### src/rtl/fir_feeder.sv
// fir_feeder: sequences host sample and coefficient bursts into a FIR filter.
// Two-stage pipeline: stage A (kind + data) drives the filter controls and
// stage B (data only) drives x_n one cycle later. The filter's state machine
// lags its control inputs by one cycle, so the data has to trail the control.
//
// state  | meaning
// -------+---------------------------------------------------------------
// IDLE   | waiting for the first word of a burst; accepts either kind
// COEF   | coefficient burst in progress; gaps become bubbles
// STREAM | sample burst in progress; gaps become zero samples
// TURN   | one dead cycle with both controls low before returning to IDLE
module fir_feeder #(
    parameter int COEF_WORDS = 3
) (
    input  logic       clk,
    input  logic       reset,
    input  logic [5:0] in_data,
    input  logic       in_is_coef,
    input  logic       in_last,
    input  logic       in_valid,
    output logic       in_ready,
    output logic [5:0] x_n,
    output logic       s_axis_fir_tvalid,
    output logic       s_set_coeffs,
    output logic       busy,
    output logic [7:0] underflow_cnt,
    output logic       coef_err
);

    localparam int CW = $clog2(COEF_WORDS + 1);

    typedef enum logic [1:0] {IDLE, COEF, STREAM, TURN} state_t;

    state_t          state;
    state_t          state_nxt;
    logic [CW-1:0]   word_cnt;

    logic            a_valid;
    logic            a_coef;
    logic [5:0]      a_data;
    logic            b_valid;
    logic [5:0]      b_data;
    logic [7:0]      uf_cnt;
    logic            err_q;

    logic            ready_raw;
    logic            accept;
    logic            load_valid;
    logic            load_coef;
    logic [5:0]      load_data;
    logic            uf_inc;
    logic            err_set;
    logic            cnt_load;
    logic            cnt_inc;

    // in_ready is forced low during reset so nothing is taken while flushing
    assign in_ready = ready_raw & ~reset;
    assign accept   = in_valid & in_ready;

    // State register
    always_ff @(posedge clk) begin
        if (reset) state <= IDLE;
        else       state <= state_nxt;
    end

    // Next-state logic
    always_comb begin
        state_nxt = state;
        case (state)
            IDLE: begin
                if (accept) begin
                    if (in_is_coef) state_nxt = (COEF_WORDS == 1) ? TURN : COEF;
                    else if (in_last) state_nxt = TURN;
                    else state_nxt = STREAM;
                end
            end
            COEF: begin
                if (accept && word_cnt == CW'(COEF_WORDS - 1)) state_nxt = TURN;
            end
            STREAM: begin
                // a coefficient word mid-stream ends the burst; it stays pending for IDLE
                if (accept && in_last) state_nxt = TURN;
                else if (in_valid && in_is_coef) state_nxt = TURN;
            end
            TURN:    state_nxt = IDLE;
            default: state_nxt = IDLE;
        endcase
    end

    // Output / stage-A load decode
    always_comb begin
        ready_raw  = 1'b0;
        load_valid = 1'b0;
        load_coef  = 1'b0;
        load_data  = 6'd0;
        uf_inc     = 1'b0;
        err_set    = 1'b0;
        cnt_load   = 1'b0;
        cnt_inc    = 1'b0;
        case (state)
            IDLE: begin
                ready_raw = 1'b1;
                if (in_valid) begin
                    load_valid = 1'b1;
                    load_coef  = in_is_coef;
                    load_data  = in_data;
                    cnt_load   = in_is_coef;
                end
            end
            COEF: begin
                ready_raw = 1'b1;
                if (in_valid) begin
                    load_valid = 1'b1;
                    load_coef  = 1'b1;
                    load_data  = in_data;
                    cnt_inc    = 1'b1;
                end
            end
            STREAM: begin
                ready_raw = ~in_is_coef;
                if (in_valid && !in_is_coef) begin
                    load_valid = 1'b1;
                    load_data  = in_data;
                end else if (in_valid) begin
                    err_set = 1'b1;
                end else begin
                    // zero sample keeps tvalid high so the delay line is not flushed
                    load_valid = 1'b1;
                    uf_inc     = 1'b1;
                end
            end
            default: ;
        endcase
    end

    // Pipeline stages, word counter, underflow counter and error flag
    always_ff @(posedge clk) begin
        if (reset) begin
            a_valid  <= 1'b0;
            a_coef   <= 1'b0;
            a_data   <= 6'd0;
            b_valid  <= 1'b0;
            b_data   <= 6'd0;
            uf_cnt   <= 8'd0;
            err_q    <= 1'b0;
            word_cnt <= '0;
        end else begin
            a_valid <= load_valid;
            a_coef  <= load_coef;
            a_data  <= load_data;
            b_valid <= a_valid;
            b_data  <= a_valid ? a_data : 6'd0;
            if (uf_inc && uf_cnt != 8'hFF) uf_cnt <= uf_cnt + 8'd1;
            if (err_set) err_q <= 1'b1;
            if (cnt_load)     word_cnt <= CW'(1);
            else if (cnt_inc) word_cnt <= word_cnt + CW'(1);
        end
    end

    assign x_n               = (b_valid && !reset) ? b_data : 6'd0;
    assign s_set_coeffs      = a_valid & a_coef & ~reset;
    assign s_axis_fir_tvalid = a_valid & ~a_coef & ~reset;
    assign busy              = ~reset & ((state != IDLE) | a_valid | b_valid);
    assign underflow_cnt     = reset ? 8'd0 : uf_cnt;
    assign coef_err          = err_q & ~reset;

endmodule

### config.mk
export PLATFORM = sky130hd
export DESIGN_NAME = fir_feeder
export DESIGN_NICKNAME = d
export VERILOG_FILES = /design/src/rtl/fir_feeder.sv
export SDC_FILE = /design/constraint.sdc
export NUM_CORES = 1
export LEC_CHECK = 0
export ABC_CLOCK_PERIOD_IN_PS = 1900
export CAP_MARGIN = 15
export CORE_MARGIN = 2
export CORE_UTILIZATION = 48
export DETAILED_ROUTE_END_ITERATION = 10
export GPL_TIMING_DRIVEN = 1
export HOLD_SLACK_MARGIN = 0.15
export PLACE_DENSITY_LB_ADDON = 0.1
export SYNTH_ARGS = -nofsm -noshare
export SYNTH_HDL_FRONTEND = slang
export SYNTH_SLANG_ARGS = --single-unit
export TNS_END_PERCENT = 10
### constraint.sdc
create_clock -name clk -period 1.9 [get_ports clk]
set_clock_uncertainty 0.1 [all_clocks]
set_input_delay 0.19 -clock clk [delete_from_list [all_inputs] [get_ports clk]]
set_output_delay 0.19 -clock clk [all_outputs]
set_load 0.03 [all_outputs]
Word-level counts from Yosys, hierarchy flattened. Index checks and enable logic that the tools add are counted.

Bits in latches: 0. Word-level logic and storage cells: 76. ROM bits: 0. Memories kept: 0. Output and inout port bits: 19. Bits in writable memories: 0. Flip-flop bits (word level): 28. Input port bits: 11.

Bitwise gates (word level): 14. Shifts and indexed selects: 0. Reductions and logical operators: 15. Div/mod/pow operators: 0. $lt $le $gt $ge: 0. $mul: 0. Add/subtract/negate cells: 2. Equal/unequal tests: 8. Multiplexer cells: 27.

Operator list (count): 2-to-1 mux 6 bit (3); 2-to-1 mux 1 bit (13); case mux 6 bit (2 select lines) (1); 2-to-1 mux 2 bit (5); adder 8 x 1 -> 8 bit, second input constant (1); bitwise AND 1 bit (8); 2-to-1 mux 8 bit (1); inequality test 8 bit, second input constant (1); case mux 2 bit (4 select lines) (1); == test 2 bit, second input constant (3); logical AND 1 bit (6); case mux 1 bit (2 select lines) (3); OR reduction 2 bit (3); inequality test 2 bit, second input constant (2); NOT 1 bit (4); nonzero test 2 bit (2); inequality test 3 bit, second input constant (1); AND reduction 3 bit (1); adder 2 x 1 -> 2 bit, second input constant (1); == test 2 x 1 -> 1 bit, second input constant (1); logical NOT 1 bit (2); logical NOT 2 bit (1); OR 1 bit (2).

Logic depth before layout (Yosys ltp).
Word-level depth: 8. Mapped depth: 6. Depth with buffers taken out: 6.

Worst setup path before layout. Ideal clock, no wire load.

Path kind: register -> register. From: register state[0]. To: register state[1]. Stages on the path, launching flop included: 7. Library setup time: 0.121 ns. Clock period less this slack: 1.907 ns. Setup slack: -0.007 ns. Arrival: 1.686 ns. Data required time: 1.679 ns. Path through: dfxtp_1 -> inv_1 -> ha_1 -> nand2b_1 -> a211oi_4 -> a21oi_2 -> mux2_4.

Word-level cells in the longest chain between the ends: 8. Elaborated cells on any way between the ends: 16.

Ends and longest elaborated chain: from (decl) (line 34) `state_t state;`; from (signal assigned) (line 63) `else state <= state_nxt;`; == test 2 x 1 -> 1 bit or logical NOT 2 bit (tied branches) (line 100) `case (state)`; OR reduction 2 bit (no source line); case mux 1 bit (2 select lines) * (line 100); bitwise AND 1 bit * (line 57) `assign in_ready = ready_raw & ~reset;`; net in_ready (line 21) `output logic in_ready,`; bitwise AND 1 bit * (line 58) `assign accept = in_valid & in_ready;`; logical AND 1 bit, on equally long branches (line 82, 78); 2-to-1 mux 2 bit, or another cell as far along (line 82) `if (accept && in_last) state_nxt = TURN;`; case mux 2 bit (4 select lines) or AND reduction 3 bit (tied branches).

Mark *: on every way through the listed nets, which the timed path passes. The rest lies on a longest branch. A chain may end at the register's enable or synchronous reset.

Worst setup path after layout.
From: register state[0]. To: output in_ready.

Word-level cells in the longest chain between the ends: 4. Elaborated cells on any way between the ends: 6.

Ends and longest elaborated chain (line): == test 2 x 1 -> 1 bit or logical NOT 2 bit (tied branches) (100); OR reduction 2 bit (no source line); case mux 1 bit (2 select lines) * (100); bitwise AND 1 bit * (57); to (decl) (21).

Mark *: on every way between the ends. The rest lies on a longest branch, timed or not.

==> qor.csv <==
stage,metric,value,unit
layout,layout.cell_area.non_filler,0.00174,sq mm
floorplanning,dieHeight,55.3,um
pwr,power.leakage,0.757,nW
worst_setup_path,critical_path.startpoint,state[0]$_SDFFE_PP0P_,
worst_setup_path,cp_data_required_time,1.61,ns
cts,tritoncts,yes,
layout,layout-area-overhead-vs-synth,37.6,%
worst_setup_path,critPathCaptureType,primary output,
cts,clk-insertion-delay-late,0.32,ns
yosys,synthesis.instances,136,
yosys,synth.avg_cell_area,9.30,sq um
pwr,ir_drop,0.861,mV
grt,grt_pass1_vias,1039,
pwr,power.density_cell_area,1030,mW/mm^2
worst_setup_path,critical_path_peak_fanout,4,
grt,antenna_found_initial,0,
sta,final_max_slew_viol_count,0,
grt,grt_first_pass_wirelength,4390,um
cts,clkSlewWorstSetupHoldPaths,0.15,ns
yosys,synth.area.top_cells,"dfxtp_1, and2_1, ha_1, nor2b_1, nor2_1",
layout,layout-drive-gt1-share,0.317,
grt,grt_overflow_total,0,
layout,insertedDiodeCount,0,
floorplanning,die-area,0.00306,sq mm
yosys,postSynthRegisterBits,28,
drt,vias_per_cell,5.07,
drt,via_count,1064,
yosys,post_synth_arst_share,0,
worst_setup_path,critical_path_arrival,1.57,ns
placed_design,gp_congestion,0.744,
yosys,synth_largest_type_area_fraction,0.443,
sta,fmax,539,MHz
sta,worst_slew_pin_slew,0.335,ns
yosys,synth-warning-count,0,
drt,wl,2680,um
yosys,synthTopCellsByCount,"dfxtp_1, nor2_1, and2_1",
worst_setup_path,crit_type,register to primary output,
layout,fillerInstances,211,
cts,clock_sink_count,28,
floorplanning,chipWidth,55.3,um
drt,drt_first_pass_iters,4,
placed_design,hpwlAfterDp,1810,um
worst_setup_path,depth_of_the_worst_register_to_register_path,7,
drt,drt-initial-drc-count,17,
sta,timing.max_slew.rel_slack,0.774,
flow_run,max_cap_viol_count,0,
floorplanning,floorplan.core_area,0.00248,sq mm
floorplanning,floorplan.initialDensity,0.511,
cts,postCtsHoldBufs,0,
worst_setup_path,worstSetupStartpointType,register,
yosys,synth-main-ff-cell,dfxtp_1,
yosys,synth_enable_flop_cells,0,
cts,h-tree-depth,1,
sta,layout_worst_path_cycle_share,0.977,
yosys,synth_nets,153,
placed_design,dpl-instance-area,0.00158,sq mm
sta,rsz0062_at_grt,yes,
worst_setup_path,timing.rr.start,state[0]$_SDFFE_PP0P_,
drt,post-route-drc-count,0,
yosys,top_count_cell_post_synth,dfxtp_1,
worst_setup_path,r2r-end,state[1]$_SDFFE_PP0P_,
sta,totalNegativeSetupSlack,0,ns
grt,groute.usage.overall,0.173,
yosys,synthDistinctLibCells,38,
grt,maximum_number_of_pins_on_one_net_before_global_route_repair,21,
yosys,post_synthesis_cell_area,0.00126,sq mm
placed_design,numPortBuffers,29,
cts,clk_root_buffer_cell,clkbuf_4,
cts,tritoncts.num_buffers,3,
worst_setup_path,crit_end,in_ready,
drt,drt_antenna_net_count,0,
drt,route.detailed.wl_per_inst,12.8,um
floorplanning,rows,18,
sta,finalHoldViolations,0,
yosys,netlist.top_cell.by_area,dfxtp_1,
sta,setup_viol,0,
sta,finalCriticalPeriod,1.86,ns
layout,final_net_count,198,
placed_design,placement.setup.worst_slack,0.0273,ns
worst_setup_path,r2r_setup_slack,0.07,ns
outcome,outcome,"finished, final reports clean",
floorplanning,io_pins,30,
sta,post-route-worst-setup-slack,0.0433,ns
min_path,holdCritPathClass,primary input to register,
cts,cts-root-to-sink-buffers,2,
yosys,synth-seq-area-share,0.443,
cell families (layout without fill, tap and decap cells):
group                    after synthesis  count (layout)  synth area share
buffers and inverters                 11              55            0.0346
flip-flops                            28              28             0.443
AND/OR/NAND/NOR                       65              65             0.289
XOR/XNOR                               2               2            0.0139
adder cells (fa/ha/maj)                6               6            0.0593
AO/OA/AOI/OAI                         19              19             0.115
multiplexers                           5               5            0.0455
state kept, by name, summed over array words and instances, names as in the netlist:
signal,flops
uf_cnt,8
a_data,6
b_data,6
state,2
word_cnt,2
a_coef,1
a_valid,1
b_valid,1
err_q,1
layout make-up:
cell class                 instances  area [sq um]  share of cell area
multi-input combinational         97           689               0.396
sequential                        28           566               0.325
timing repair buffer              45           370               0.213
tap                               30          37.5              0.0216
clock inverter                     1          30.0              0.0173
clock buffer                       3          22.5              0.0129
inverter                           6          25.0              0.0144
metrics by stage:
step / hold WS (ns) / util / total power, mW / cells
floorplan: 0.239 / - / 1.06 / 136
global placement: 0.309 / 0.639 / 1.23 / 198
detailed placement: 0.310 / 0.639 / 1.24 / 198
CTS: 0.318 / 0.687 / 1.72 / 207
global route: 0.319 / 0.703 / 1.89 / 210
finish: 0.332 / 0.703 / 1.79 / 210
metal layers:
layer / track usage / vias to the layer above / part of all wire
li1: - / 550 / -
met1: 0.212 / 491 / 0.44
met2: 0.308 / 19 / 0.52
met3: 0.0211 / 4 / 0.032
met4: 0.0662 / 0 / 0.014
met5: 0 / - / 0
worst max-delay path: stages (launching register included):
cell      delay [ns]
dfxtp_4         0.38
inv_2           0.07
ha_2            0.19
nand2b_1        0.10
a211oi_4        0.25
buf_6           0.13
buf_6           0.12
power by group:
group          switching [mW]  internal [mW]
Combinational           0.346          0.365
Sequential             0.0401          0.653
Clock                   0.176          0.213
worst min-delay path by stage:
stage | from | end | cells past startpoint
final | in_data[2] | a_data[2]$_SDFF_PP0_ | 2
after floorplan | in_is_coef | err_q$_SDFFE_PP0P_ | 2
after global placement | a_data[3]$_SDFF_PP0_ | b_data[3]$_SDFF_PP0_ | 1
after detailed placement | a_data[5]$_SDFF_PP0_ | b_data[5]$_SDFF_PP0_ | 1
after global routing | in_data[1] | a_data[1]$_SDFF_PP0_ | 2
after CTS | in_data[1] | a_data[1]$_SDFF_PP0_ | 2
what timing repair did:
action | in CTS | in global routing
endpoints found under the hold margin | 0 | 0
endpoints found under the setup margin | 1 | 5
pin swaps | 1 | 3
setup buffers | 5 | 3
resized for setup | 8 | 7
cells in the final DEF (no fill, tap or decap), types with 2 or more instances in the layout:
cell type	Yosys	final
and3_1	4	4
mux2i_1	2	2
a211oi_1	2	2
and2_1	14	14
xor2_1	2	2
ha_1	6	3
or3_1	2	2
nor2_1	15	14
o21ai_0	4	4
inv_1	6	4
nand2b_1	3	3
clkdlybuf4s50_1	0	10
nand2_1	3	3
dfxtp_1	28	26
nor3_1	3	3
nor2b_1	12	11
and3_2	2	2
nand3_1	2	2
a21oi_1	3	3
ha_2	0	2
mux2_2	2	2
clkbuf_4	0	3
buf_4	0	33
buf_6	0	2
No activity file was read; power rests on OpenSTA's default activity.
